$ cat src/rtl/alu_pkg.sv
// Shared types for the two-requester ALU arbiter: opcodes, FSM states and
// a small helper that turns a requester index into a one-hot accept vector.
package alu_pkg;

    localparam int unsigned NUM_REQ = 2;

    typedef enum logic [2:0] {
        OP_AND  = 3'd0,
        OP_NAND = 3'd1,
        OP_OR   = 3'd2,
        OP_NOR  = 3'd3,
        OP_XOR  = 3'd4,
        OP_XNOR = 3'd5,
        OP_ADD  = 3'd6,
        OP_SUB  = 3'd7
    } alu_op_t;

    typedef enum logic [1:0] {
        IDLE = 2'd0,
        EXEC = 2'd1,
        RESP = 2'd2
    } arb_state_t;

    function automatic logic [NUM_REQ-1:0] req_onehot(input logic idx);
        req_onehot = idx ? 2'b10 : 2'b01;
    endfunction

endpackage

$ cat src/rtl/alu_arbiter_if.sv
// Request/response bundle between two ALU requesters, one consumer and the arbiter.
// Handshake: a transfer happens on a rising edge where valid and ready are both high;
// valid never waits on ready, and a payload is held stable while valid is high.
interface alu_arbiter_if #(
    parameter int WIDTH = 8
) ();

    logic [alu_pkg::NUM_REQ-1:0]             req_valid;
    logic [alu_pkg::NUM_REQ-1:0]             req_ready;
    alu_pkg::alu_op_t [alu_pkg::NUM_REQ-1:0] req_op;
    logic [alu_pkg::NUM_REQ-1:0][WIDTH-1:0]  req_a;
    logic [alu_pkg::NUM_REQ-1:0][WIDTH-1:0]  req_b;
    logic                                    rsp_valid;
    logic                                    rsp_ready;
    logic [WIDTH-1:0]                        rsp_data;
    logic                                    rsp_id;
    logic                                    rsp_carry;

    modport master (
        output req_valid, req_op, req_a, req_b, rsp_ready,
        input  req_ready, rsp_valid, rsp_data, rsp_id, rsp_carry
    );

    modport slave (
        input  req_valid, req_op, req_a, req_b, rsp_ready,
        output req_ready, rsp_valid, rsp_data, rsp_id, rsp_carry
    );

endinterface

$ cat src/rtl/alu_core.sv
// Purely combinational ALU: eight bitwise/arithmetic ops with a carry flag
// that is meaningful only for ADD (carry out) and SUB (no-borrow).
module alu_core
    import alu_pkg::*;
#(
    parameter int WIDTH = 8
) (
    input  alu_op_t          op_i,
    input  logic [WIDTH-1:0] a_i,
    input  logic [WIDTH-1:0] b_i,
    output logic [WIDTH-1:0] result_o,
    output logic             carry_o
);

    logic [WIDTH-1:0] or_w;
    logic [WIDTH:0]   sum_w;
    logic [WIDTH:0]   diff_w;

    for (genvar i = 0; i < WIDTH; i++) begin : g_or
        alu_or_bit u_or_bit (
            .a_i (a_i[i]),
            .b_i (b_i[i]),
            .y_o (or_w[i])
        );
    end

    assign sum_w  = {1'b0, a_i} + {1'b0, b_i};
    // a + ~b + 1 carries out of the top bit exactly when a >= b (no borrow).
    assign diff_w = {1'b0, a_i} + {1'b0, ~b_i} + {{WIDTH{1'b0}}, 1'b1};

    always_comb begin
        result_o = '0;
        carry_o  = 1'b0;
        case (op_i)
            OP_AND:  result_o = a_i & b_i;
            OP_NAND: result_o = ~(a_i & b_i);
            OP_OR:   result_o = or_w;
            OP_NOR:  result_o = ~or_w;
            OP_XOR:  result_o = a_i ^ b_i;
            OP_XNOR: result_o = ~(a_i ^ b_i);
            OP_ADD: begin
                result_o = sum_w[WIDTH-1:0];
                carry_o  = sum_w[WIDTH];
            end
            OP_SUB: begin
                result_o = diff_w[WIDTH-1:0];
                carry_o  = diff_w[WIDTH];
            end
            default: begin
                result_o = '0;
                carry_o  = 1'b0;
            end
        endcase
    end

endmodule

$ cat src/rtl/alu_or_bit.sv
// Single-bit OR cell; the ALU's OR and NOR paths are built from a row of these.
module alu_or_bit (
    input  logic a_i,
    input  logic b_i,
    output logic y_o
);

    assign y_o = a_i | b_i;

endmodule

$ cat src/rtl/alu_arbiter.sv
// Round-robin arbiter in front of a shared ALU: IDLE accepts one request, EXEC
// computes and registers the result, RESP holds it until the consumer takes it.
module alu_arbiter
    import alu_pkg::*;
#(
    parameter int WIDTH = 8
) (
    input  logic        clk,
    input  logic        rst_n,
    alu_arbiter_if.slave bus,
    output arb_state_t  dbg_state_o
);

    arb_state_t       state_q, state_d;
    logic             last_q, last_d;
    alu_op_t          op_q, op_d;
    logic [WIDTH-1:0] a_q, a_d;
    logic [WIDTH-1:0] b_q, b_d;
    logic             id_q, id_d;
    logic [WIDTH-1:0] rsp_data_q, rsp_data_d;
    logic             rsp_carry_q, rsp_carry_d;
    logic             rsp_id_q, rsp_id_d;

    logic             grant_w;
    logic [1:0]       req_ready_w;
    logic [WIDTH-1:0] alu_result_w;
    logic             alu_carry_w;

    // With both requesting, favour the one not served last; otherwise take whoever asks.
    always_comb begin
        grant_w = 1'b0;
        if (&bus.req_valid) begin
            grant_w = ~last_q;
        end else begin
            grant_w = ~bus.req_valid[0];
        end
    end

    alu_core #(
        .WIDTH (WIDTH)
    ) u_alu_core (
        .op_i     (op_q),
        .a_i      (a_q),
        .b_i      (b_q),
        .result_o (alu_result_w),
        .carry_o  (alu_carry_w)
    );

    always_comb begin
        state_d     = state_q;
        last_d      = last_q;
        op_d        = op_q;
        a_d         = a_q;
        b_d         = b_q;
        id_d        = id_q;
        rsp_data_d  = rsp_data_q;
        rsp_carry_d = rsp_carry_q;
        rsp_id_d    = rsp_id_q;
        req_ready_w = 2'b00;
        case (state_q)
            IDLE: begin
                if (|bus.req_valid) begin
                    req_ready_w = req_onehot(grant_w);
                    op_d        = bus.req_op[grant_w];
                    a_d         = bus.req_a[grant_w];
                    b_d         = bus.req_b[grant_w];
                    id_d        = grant_w;
                    last_d      = grant_w;
                    state_d     = EXEC;
                end
            end
            EXEC: begin
                rsp_data_d  = alu_result_w;
                rsp_carry_d = alu_carry_w;
                rsp_id_d    = id_q;
                state_d     = RESP;
            end
            RESP: begin
                if (bus.rsp_ready) begin
                    state_d = IDLE;
                end
            end
            default: state_d = IDLE;
        endcase
    end

    always_ff @(posedge clk or negedge rst_n) begin
        if (!rst_n) begin
            state_q     <= IDLE;
            last_q      <= 1'b1;
            op_q        <= OP_AND;
            a_q         <= '0;
            b_q         <= '0;
            id_q        <= 1'b0;
            rsp_data_q  <= '0;
            rsp_carry_q <= 1'b0;
            rsp_id_q    <= 1'b0;
        end else begin
            state_q     <= state_d;
            last_q      <= last_d;
            op_q        <= op_d;
            a_q         <= a_d;
            b_q         <= b_d;
            id_q        <= id_d;
            rsp_data_q  <= rsp_data_d;
            rsp_carry_q <= rsp_carry_d;
            rsp_id_q    <= rsp_id_d;
        end
    end

    // rsp_valid is decoded from state so an asynchronous reset drops it at once.
    assign bus.req_ready = req_ready_w;
    assign bus.rsp_valid = (state_q == RESP);
    assign bus.rsp_data  = rsp_data_q;
    assign bus.rsp_carry = rsp_carry_q;
    assign bus.rsp_id    = rsp_id_q;
    assign dbg_state_o   = state_q;

endmodule
$ cat src/flat_wrapper.sv
// flat-port wrapper written by rule: the top's interface ports become plain ports
module alu_arbiter_flat import alu_pkg::*;
#(
    parameter int WIDTH = 8
)
  (clk, rst_n, dbg_state_o, bus_req_valid, bus_req_op, bus_req_a, bus_req_b, bus_rsp_ready, bus_req_ready, bus_rsp_valid, bus_rsp_data, bus_rsp_id, bus_rsp_carry);
  alu_arbiter_if #(.WIDTH(WIDTH)) bus_i ();
  input  logic clk;
  input  logic rst_n;
  output arb_state_t dbg_state_o;
  input wire logic [$bits(bus_i.req_valid)-1:0] bus_req_valid;
  input wire logic [$bits(bus_i.req_op)-1:0] bus_req_op;
  input wire logic [$bits(bus_i.req_a)-1:0] bus_req_a;
  input wire logic [$bits(bus_i.req_b)-1:0] bus_req_b;
  input wire logic [$bits(bus_i.rsp_ready)-1:0] bus_rsp_ready;
  output wire logic [$bits(bus_i.req_ready)-1:0] bus_req_ready;
  output wire logic [$bits(bus_i.rsp_valid)-1:0] bus_rsp_valid;
  output wire logic [$bits(bus_i.rsp_data)-1:0] bus_rsp_data;
  output wire logic [$bits(bus_i.rsp_id)-1:0] bus_rsp_id;
  output wire logic [$bits(bus_i.rsp_carry)-1:0] bus_rsp_carry;
  assign bus_i.req_valid = bus_req_valid;
  assign bus_i.req_op = bus_req_op;
  assign bus_i.req_a = bus_req_a;
  assign bus_i.req_b = bus_req_b;
  assign bus_i.rsp_ready = bus_rsp_ready;
  assign bus_req_ready = bus_i.req_ready;
  assign bus_rsp_valid = bus_i.rsp_valid;
  assign bus_rsp_data = bus_i.rsp_data;
  assign bus_rsp_id = bus_i.rsp_id;
  assign bus_rsp_carry = bus_i.rsp_carry;
  alu_arbiter #(.WIDTH(WIDTH)) u_core (.clk(clk), .rst_n(rst_n), .bus(bus_i), .dbg_state_o(dbg_state_o));
endmodule
$ cat config.mk
export PLATFORM = sky130hd
export DESIGN_NAME = alu_arbiter_flat
export DESIGN_NICKNAME = d
export VERILOG_FILES = /design/src/rtl/alu_pkg.sv /design/src/rtl/alu_arbiter_if.sv /design/src/rtl/alu_core.sv /design/src/rtl/alu_or_bit.sv /design/src/rtl/alu_arbiter.sv /design/src/flat_wrapper.sv
export SDC_FILE = /design/constraint.sdc
export NUM_CORES = 1
export LEC_CHECK = 0
export CORE_MARGIN = 8
export CORE_UTILIZATION = 55
export CTS_CLUSTER_DIAMETER = 60
export DETAILED_ROUTE_END_ITERATION = 8
export GPL_TIMING_DRIVEN = 0
export MAX_ROUTING_LAYER = met4
export PLACE_DENSITY = 0.91
export SYNTH_ARGS = -nofsm -noshare
export SYNTH_HDL_FRONTEND = slang
export SYNTH_SLANG_ARGS = --single-unit
$ cat constraint.sdc
create_clock -name clk -period 3.6 [get_ports clk]
set_input_delay 0.54 -clock clk [delete_from_list [all_inputs] [get_ports clk]]
set_output_delay 0.54 -clock clk [all_outputs]
set_load 0.005 [all_outputs]
==> flow_summary_export.csv, run 1 <==
group,metric,value,unit
critical_path,slowest_delay,0.50,ns
clock_tree,clockRootBuffer,"clkbuf_8",
clock_tree,htree_num_levels,2,
clock_tree,clk_path_buf_depth,2,
global_route,grt_max_degree,34,
critical_path,r2r_cells,7,
hold_path,hold_path.class,"in -> async",
cells_and_area,diodes,0,
power_and_ir_drop,internal-power,0.00172,W
clock_tree,cts_sinks,33,
clock_tree,postCtsSetupRepairBufs,0,
clock_tree,ctsResizeCount,0,
critical_path,critPathKind,"in -> out",
global_route,grt_antenna_before_repair,0,
critical_path,start_kind,"input port",
global_route,grt_pass1_wl,11700,um
global_route,gr-total-overflow,0,
cells_and_area,drive_gt1_share,5.82,%
critical_path,required,3.06,ns
synthesis,synthFlopType,"dfrtp_1",
sta,setup_viol,0,
clock_tree,path_clk_slew,0.07,ns
cells_and_area,fin_nets,446,
critical_path,path_cells,"clkdlybuf4s50_1, inv_1, o21ai_1, buf_2, and2_1, clkdlybuf4s50_1",
power_and_ir_drop,pwr-share-seq,21.8,%
drt,drtAntennaViolNets,0,
power_and_ir_drop,switchingPower,0.00161,W
drt,routedWlPerCell,16.5,um
synthesis,synth_cell_types,47,
cells_and_area,area_delta_synth_final,27.6,%
die,core,0.00466,mm2
placement,gp_congestion,0.852,
critical_path,cp_max_fo,10,
die,io_pins,58,
critical_path,r2r_start,"u_core.b_q[0]",
synthesis,syn_inst,313,
synthesis,synth_nets,382,
sta,fin_worst_skew,0.00258,ns
placement,dp_hpwl,5630,um
sta,period_needed,2.84,ns
sta,hold_viol,0,
synthesis,synth_area,0.00262,mm2
critical_path,slowest_stage,"clkdlybuf4s50_1",
clock_tree,worstSkewPairLatency,0.28,ns
global_route,track_usage,20.6,%
placement,placed_cell_area,0.00326,mm2
synthesis,async_flop_share,100,%
critical_path,setup.worst_path.start,"bus_req_valid[1]",
critical_path,r2r-end,"u_core.bus.rsp_data[6]",
critical_path,critPathCapture,"bus_req_ready[1]",
sta,slew_headroom,49.5,%
drt,drc_errors,0,
cells_and_area,layout.cells.non_filler,432,
power_and_ir_drop,power.share.combinational,69.6,%
drt,via_per_inst,5.69,
placement,dp.cells,424,
critical_path,cp-end-kind,"primary output",
die,dieArea,0.00724,mm2
critical_path,r2r_slack,1.36,ns
placement,placement.io_buffers,57,
sta,worst_pin_slew,0.758,ns
cells_and_area,final_cell_area,0.00335,mm2
run,drv_cap,0,
power_and_ir_drop,leakage,1.54,nW
synthesis,ys_seq_area_share,31.5,%
sta,tns,0,ns
power_and_ir_drop,ir_drop,0.000503,V
clock_tree,cts_tree,"yes",
global_route,first_global_vias,2438,
power_and_ir_drop,powerDensity,998,mW/mm2
sta,rsz0062_at_grt,"no",
die,start_util,56.3,%
critical_path,crit_top_cell,"clkdlybuf4s50_1",
sta,max_freq,352,MHz
drt,wl,7140,um
drt,dr.pass1.iters,5,
synthesis,synth_edf_count,0,
drt,initialDrtViolationCount,194,
sta,finalCritPeriodShare,78.9,%
drt,vias,2458,
synthesis,synth_warnings,0,
power_and_ir_drop,p_sw_share,48.4,%
die,die_w,85.1,um
power_and_ir_drop,power_frac_clock,8.7,%
die,dieHeight,85.1,um
clock_tree,ctsHoldBuffers,0,
synthesis,ys_seq_elements,33,
critical_path,cp.arrival,2.30,ns
clock_tree,cts_buffers,5,
synthesis,avgSynthCellArea,8.38,um2
die,rows,25,
sta,drv_slew,0,
status,status,"finished clean",
## Yosys cell counts (2+ instances only)
cell | count | share of area, %
nor3b_1 | 2 | 0.57
a31oi_1 | 5 | 1.2
ha_1 | 24 | 11
dfrtp_1 | 32 | 31
inv_1 | 24 | 3.4
nand2_1 | 15 | 2.1
o21ai_0 | 17 | 3.2
or3_1 | 3 | 0.72
xnor2_1 | 11 | 3.7
nand2b_1 | 6 | 1.4
a21oi_1 | 40 | 7.6
buf_2 | 11 | 2.1
o21ai_1 | 3 | 0.57
fa_1 | 2 | 1.5
o31ai_1 | 3 | 0.86
nor3_1 | 8 | 1.5
a221oi_1 | 2 | 0.67
nor2_1 | 38 | 5.4
o21bai_1 | 3 | 0.86
a21boi_0 | 2 | 0.57
a21o_1 | 2 | 0.57
mux2i_1 | 22 | 8.4
clkbuf_1 | 6 | 0.86
nand3_1 | 3 | 0.57
nor2b_1 | 6 | 1.4
a211oi_1 | 2 | 0.57
## power groups by stage
stage          combinational (W)  clock, W  sequential, W
2_1_floorplan            0.00163         0       0.000694
3_3_place_gp             0.00224         0       0.000720
3_5_place_dp             0.00228         0       0.000732
4_1_cts                  0.00230  0.000295       0.000724
5_1_grt                  0.00255  0.000316       0.000756
6_report                 0.00232  0.000290       0.000727
## flip-flops by register name (all words and copies together) (netlist names), 2 cells and up
name                 flops
u_core.dbg_state_o       2
u_core.b_q               8
u_core.bus.rsp_data      8
u_core.a_q               8
u_core.op_q              3
## cells in the final DEF (no fill, tap or decap), types with 12 or more instances in the layout
cell type        synthesis  final
ha_1                    24     24
buf_2                   11     12
mux2i_1                 22     22
dfrtp_1                 32     32
o21ai_0                 17     17
inv_1                   24     24
nand2_1                 15     15
clkdlybuf4s50_1          0     56
nor2_1                  38     38
a21oi_1                 40     40
## critical path, delay by kind of cell
family	cells	cell delay (ns)
AND/OR/NAND/NOR	1	0.17
buffers and inverters	4	1.39
AO/OA/AOI/OAI	1	0.20
## kinds of logic after synthesis
family	synth area share (%)
xor+xnor	4.01
simple gates	14.8
compound gates	21.5
fa+ha+maj	13.0
buf+inv	6.82
mux	8.39
flops	31.5
## metrics by stage
stage               setup slack, ns  util (%)  hold WS (ns)  total power (W)
floorplan                      1.68         -         0.244          0.00233
global placement              0.829      70.0         0.461          0.00296
detailed placement            0.784      69.9         0.467          0.00301
CTS                           0.767      71.8         0.348          0.00332
global route                  0.710      71.8         0.371          0.00362
finish                        0.761      71.8         0.328          0.00334
## worst min-delay path by stage
stage	end	startpoint	slack [ns]	depth (start not counted)
6_report	u_core.a_q[6]	rst_n	0.33	1
5_1_grt	u_core.a_q[6]	rst_n	0.37	1
4_1_cts	u_core.op_q[0]	rst_n	0.35	1
3_5_place_dp	u_core.bus.rsp_data[1]	u_core.bus.rsp_data[1]	0.47	2
3_3_place_gp	u_core.bus.rsp_data[4]	u_core.bus.rsp_data[4]	0.46	2
2_1_floorplan	u_core.a_q[0]	rst_n	0.24	0
## cell type report
type | count | area, um2
plain buffers | 18 | 85.1
fillers | 386 | 1310
clock buffers | 8 | 90.1
multi-input cells | 237 | 1620
well taps | 54 | 67.6
flip-flops and latches | 33 | 827
repair buffers | 57 | 566
inverters | 25 | 93.8
## routing by layer
layer / up-vias / global-route usage [%] / part of all wire (%)
met5: - / - / 0
li1: 1210 / - / -
met1: 1138 / 25.2 / 45
met3: 9 / 3.67 / 5.1
met4: 0 / 6.96 / 1.6
met2: 101 / 33.5 / 48
(Power assumes the default switching activity.)
==> inputs of run 2 (changes only) <==
--- a/config.mk
+++ b/config.mk
@@ -6,12 +6,12 @@
 export NUM_CORES = 1
 export LEC_CHECK = 0
 export CORE_MARGIN = 8
-export CORE_UTILIZATION = 55
+export CORE_UTILIZATION = 46
 export CTS_CLUSTER_DIAMETER = 60
 export DETAILED_ROUTE_END_ITERATION = 8
 export GPL_TIMING_DRIVEN = 0
 export MAX_ROUTING_LAYER = met4
-export PLACE_DENSITY = 0.91
+export PLACE_DENSITY = 0.82
 export SYNTH_ARGS = -nofsm -noshare
 export SYNTH_HDL_FRONTEND = slang
 export SYNTH_SLANG_ARGS = --single-unit
==> constraint.sdc (replaced) <==
create_clock -name clk -period 2.4 [get_ports clk]
set_input_delay 0.36 -clock clk [delete_from_list [all_inputs] [get_ports clk]]
set_output_delay 0.36 -clock clk [all_outputs]
set_load 0.005 [all_outputs]
==> run 2 against run 1 <==
Effect of this change:
- register-to-register slack got worse by 1.2 ns
- core utilization shrank 10 points
- clock-buffer cell count fell by 3
- sequential share of layout area is 0.31 points lower
- final cell count up 4.2%
- global-route usage decreased by 2.4 points
- non-clock buffer count is the same
- sequential power increased by 50%
- worst setup slack got worse by 0.67 ns
- cell area grew 1.3%
- highest routed layer unchanged
==> flow_summary_export.csv, run 2 (synthesized netlist as in run 1, its figures left out) <==
group,metric,value,unit
power_and_ir_drop,powerDensity,1490,mW/mm2
drt,drtAntennaViolNets,0,
die,dieArea,0.00838,mm2
placement,gp_congestion,0.868,
placement,dp_hpwl,5680,um
drt,via_per_inst,5.40,
die,start_util,47.6,%
cells_and_area,layout.cells.non_filler,450,
sta,tns,0,ns
cells_and_area,fill_cells,509,
global_route,grt_max_degree,34,
die,die_w,91.5,um
critical_path,critPathKind,"in -> out",
clock_tree,cts_sinks,33,
die,dieHeight,91.5,um
placement,dp_worst_setup_slack,-0.0873,ns
drt,dr.pass1.iters,4,
drt,wl_met2,3500,um
hold_path,hold_path.class,"in -> async",
sta,setup_viol,0,
placement,dp.cells,442,
cells_and_area,final_cell_area,0.00339,mm2
drt,dr_wl_met3,344,um
sta,hold_viol,0,
critical_path,slowest_delay,0.50,ns
global_route,track_usage,18.3,%
power_and_ir_drop,power_frac_clock,8.5,%
clock_tree,clockRootBuffer,"clkbuf_8",
clock_tree,cts_tree,"yes",
power_and_ir_drop,p_sw_share,49.1,%
clock_tree,path_clk_slew,0.08,ns
drt,drc_errors,0,
clock_tree,worstSkewPairLatency,0.28,ns
sta,worst_pin_slew,0.758,ns
clock_tree,postCtsSetupRepairBufs,0,
drt,initialDrtViolationCount,155,
critical_path,cp-end-kind,"primary output",
clock_tree,clk_path_buf_depth,2,
clock_tree,ctsResizeCount,2,
drt,vias,2428,
sta,fin_worst_skew,0.00617,ns
die,io_pins,58,
sta,finalCritPeriodShare,96.4,%
drt,routedWlPerCell,16.1,um
drt,wl_met1,3310,um
sta,slew_headroom,49.5,%
clock_tree,ctsHoldBuffers,0,
sta,max_freq,432,MHz
drt,wl,7240,um
critical_path,path_cells,"clkdlybuf4s50_1, inv_1, o21ai_2, buf_6, and2_1, clkdlybuf4s50_1",
drt,top_layer,"met4",
sta,worst_slack,0.0864,ns
sta,drv_slew,0,
power_and_ir_drop,power.share.combinational,69.8,%
critical_path,slowest_stage,"clkdlybuf4s50_1",
cells_and_area,fin_nets,446,
die,rows,27,
cells_and_area,layout_commonest_cell,"clkdlybuf4s50_1",
critical_path,start_kind,"input port",
clock_tree,htree_num_levels,2,
power_and_ir_drop,switchingPower,0.00247,W
run,drv_cap,0,
sta,period_needed,2.31,ns
clock_tree,cts_buffers,5,
power_and_ir_drop,pwr-share-seq,21.7,%
critical_path,required,2.04,ns
cells_and_area,drive_gt1_share,7.14,%
global_route,gr-total-overflow,0,
power_and_ir_drop,power,0.00504,W
global_route,grt_pass1_wl,12200,um
cells_and_area,diodes,0,
die,core,0.00551,mm2
critical_path,cp.arrival,1.95,ns
power_and_ir_drop,ir_drop,0.000598,V
placement,placement.io_buffers,57,
cells_and_area,final_cell_mix,"56 x clkdlybuf4s50_1, 40 x a21oi_1, 38 x nor2_1",
critical_path,cp_max_fo,10,
power_and_ir_drop,internal-power,0.00257,W
status,status,"finished clean",
global_route,first_global_vias,2494,
sta,rsz0062_at_grt,"no",
cells_and_area,area_delta_synth_final,29.2,%
global_route,grt_antenna_before_repair,0,
critical_path,crit_top_cell,"clkdlybuf4s50_1",
placement,placed_cell_area,0.00328,mm2
power_and_ir_drop,leakage,1.53,nW
## run 2: final cells by class
| class | instances | area (um2) | share of cell area (%) |
|---|---|---|---|
| multi-input combinational | 237 | 1630 | 48.1 |
| sequential | 33 | 827 | 24.4 |
| timing repair buffer | 57 | 566 | 16.7 |
| inverter | 25 | 93.8 | 2.77 |
| buffer | 18 | 91.3 | 2.69 |
| tap | 72 | 90.1 | 2.66 |
| clock buffer | 5 | 68.8 | 2.03 |
| clock inverter | 3 | 22.5 | 0.664 |
## run 2: final timing paths
path / startpoint / slack (ns) / cells after the start / to
worst min register to register: u_core.bus.rsp_data[0] / 0.48 / 2 / u_core.bus.rsp_data[0]
worst min-delay path: rst_n / 0.14 / 1 / u_core.dbg_state_o[0]
worst max register to register: u_core.b_q[1] / 0.16 / 7 / u_core.bus.rsp_data[1]
max in group asynchronous: rst_n / 1.78 / 1 / u_core.op_q[1]
worst max-delay path: bus_req_valid[1] / 0.09 / 6 / bus_req_ready[1]
min in group clk: u_core.bus.rsp_data[0] / 0.48 / 2 / u_core.bus.rsp_data[0]
## run 2: power by group through the flow
stage / clock network [W] / logic, W / registers [W]
after floorplan: 0 / 0.00245 / 0.00104
after global placement: 0 / 0.00338 / 0.00108
after detailed placement: 0 / 0.00344 / 0.00110
after CTS: 0.000436 / 0.00347 / 0.00109
after global routing: 0.000465 / 0.00389 / 0.00114
final: 0.000429 / 0.00352 / 0.00109
## run 2: critical path: cells and delay by family
kind | cells | cell delay, ns
simple gates | 1 | 0.15
compound gates | 1 | 0.20
buf+inv | 4 | 1.24
## run 2: per-layer routing
layer,track usage (%),up-vias
li1,-,1212
met1,22.6,1143
met2,29.6,67
met3,3.46,6
met4,5.05,0
met5,-,-
## run 2: stage by stage
stage	utilization, %	hold slack, ns
2_1_floorplan	-	0.0644
3_3_place_gp	59.6	0.460
3_5_place_dp	59.6	0.470
4_1_cts	61.3	0.172
5_1_grt	61.6	0.190
6_report	61.6	0.139
==> inputs of run 3 (changes only) <==
--- a/config.mk
+++ b/config.mk
@@ -5,7 +5,7 @@
 export SDC_FILE = /design/constraint.sdc
 export NUM_CORES = 1
 export LEC_CHECK = 0
-export CORE_MARGIN = 8
+export CORE_MARGIN = 4
 export CORE_UTILIZATION = 46
 export CTS_CLUSTER_DIAMETER = 60
 export DETAILED_ROUTE_END_ITERATION = 8
==> run 3 against run 2 <==
Effect of this change:
- critical endpoint unchanged
- clock power grew 3%
- routed wire length shrank 5.5%
- first-iteration DRC count shrank 34%
- largest cell class unchanged
- critical path type unchanged
- via count grew 0.49%
==> flow_summary_export.csv, run 3 (synthesized netlist as in run 1, its figures left out) <==
group,metric,value,unit
status,status,"finished clean",
power_and_ir_drop,leakage,1.54,nW
cells_and_area,layout.cells.non_filler,450,
placement,dp.cells,442,
cells_and_area,fin_nets,446,
global_route,gr-total-overflow,0,
global_route,grt_pass1_wl,11200,um
sta,worst_pin_slew,0.767,ns
placement,dp_hpwl,5330,um
drt,routedWlPerCell,15.2,um
drt,drtAntennaViolNets,0,
placement,gp_congestion,0.924,
drt,via_per_inst,5.42,
clock_tree,ctsHoldBuffers,0,
cells_and_area,area_delta_synth_final,29.0,%
sta,finalCritPeriodShare,96.1,%
sta,slew_headroom,48.9,%
sta,fin_worst_skew,0.00465,ns
drt,drc_errors,0,
critical_path,cp.arrival,1.95,ns
die,core,0.00551,mm2
run,drv_cap,0,
drt,initialDrtViolationCount,102,
critical_path,required,2.04,ns
die,io_pins,58,
drt,vias,2440,
clock_tree,postCtsSetupRepairBufs,0,
clock_tree,htree_num_levels,2,
clock_tree,cts_tree,"yes",
critical_path,start_kind,"input port",
sta,drv_slew,0,
sta,hold_viol,0,
die,rows,27,
global_route,grt_max_degree,34,
sta,max_freq,434,MHz
cells_and_area,diodes,0,
clock_tree,cts_sinks,33,
placement,placement.io_buffers,57,
clock_tree,worstSkewPairLatency,0.28,ns
die,die_w,83.5,um
sta,whs,0.151,ns
cells_and_area,drive_gt1_share,6.35,%
hold_path,hold_path.class,"in -> async",
die,dieArea,0.00698,mm2
cells_and_area,final_cell_mix,"56 x clkdlybuf4s50_1, 40 x a21oi_1, 38 x nor2_1",
critical_path,cp-end-kind,"primary output",
die,dieHeight,83.5,um
global_route,track_usage,20.3,%
drt,wl,6840,um
clock_tree,cts_buffers,5,
cells_and_area,layout_commonest_cell,"clkdlybuf4s50_1",
clock_tree,path_clk_slew,0.07,ns
global_route,first_global_vias,2359,
drt,dr.pass1.iters,4,
die,start_util,47.6,%
sta,period_needed,2.31,ns
clock_tree,clockRootBuffer,"clkbuf_8",
sta,setup_viol,0,
clock_tree,clk_path_buf_depth,2,
power_and_ir_drop,powerDensity,1470,mW/mm2
power_and_ir_drop,ir_drop,0.000601,V
critical_path,critPathKind,"in -> out",
global_route,grt_antenna_before_repair,0,
critical_path,cp_max_fo,10,
run 3: cell types whose count changed in the layout (fill, tap and decap cells not counted):
cell and change:
o21bai_2 -1, o21bai_1 +1, o21ai_0 -1, clkinvlp_4 -3, clkbuf_8 +1, o21ai_1 +1
clkbuf_1 +2
run 3: worst paths after layout:
check,slack (ns),from,endpoint,cells after the start
max,0.09,bus_req_valid[1],bus_req_ready[1],6
min,0.15,rst_n,u_core.dbg_state_o[0],1
max reg2reg,0.19,u_core.b_q[0],u_core.bus.rsp_data[6],7
min reg2reg,0.48,u_core.bus.rsp_data[2],u_core.bus.rsp_data[2],2
max in group asynchronous,1.76,rst_n,u_core.op_q[2],1
min in group clk,0.48,u_core.bus.rsp_data[2],u_core.bus.rsp_data[2],2
run 3: cell type report:
class                      count  area [um2]
tap                           72        90.1
sequential                    33         827
fill                         510        2120
clock buffer                   8        90.1
buffer                        18        91.3
multi-input combinational    237        1630
inverter                      25        93.8
timing repair buffer          57         566
run 3: layer usage:
layer	vias to the layer above	routed length, um	GRT usage [%]	share of wire [%]
met5	-	0	-	0
met4	0	80	6.43	1.2
met3	9	304	2.47	4.4
met2	78	3350	33.8	49
met1	1138	3110	25.9	45
li1	1215	-	-	-
run 3: repair_timing:
action,CTS,global route
setup endpoints to repair,1,2
cloned,0,0
endpoints found under the hold margin,0,0
resized for setup,2,3
run 3: through the flow:
stage	power (W)	instance area, um2	setup slack, ns	TNS, ns	utilization, %
floorplan	0.00349	2620	0.480	0	-
global placement	0.00442	3280	-0.0258	-0.0258	59.6
detailed placement	0.00450	3280	-0.0463	-0.0463	59.6
CTS	0.00496	3380	0.0434	0	61.3
global route	0.00547	3380	-0.000331	-0.000331	61.5
finish	0.00499	3380	0.0938	0	61.5
run 3: critical path, stage by stage:
cell	delay [ns]
clkdlybuf4s50_1	0.49
inv_1	0.06
o21ai_2	0.19
buf_6	0.20
and2_1	0.14
clkdlybuf4s50_1	0.49
run 3: power breakdown:
| group | leakage, nW | internal [W] | switching (W) |
|---|---|---|---|
| clock | 0.0455 | 0.000234 | 0.000205 |
| sequential | 0.379 | 0.000838 | 0.000251 |
| combinational | 1.12 | 0.00153 | 0.00193 |
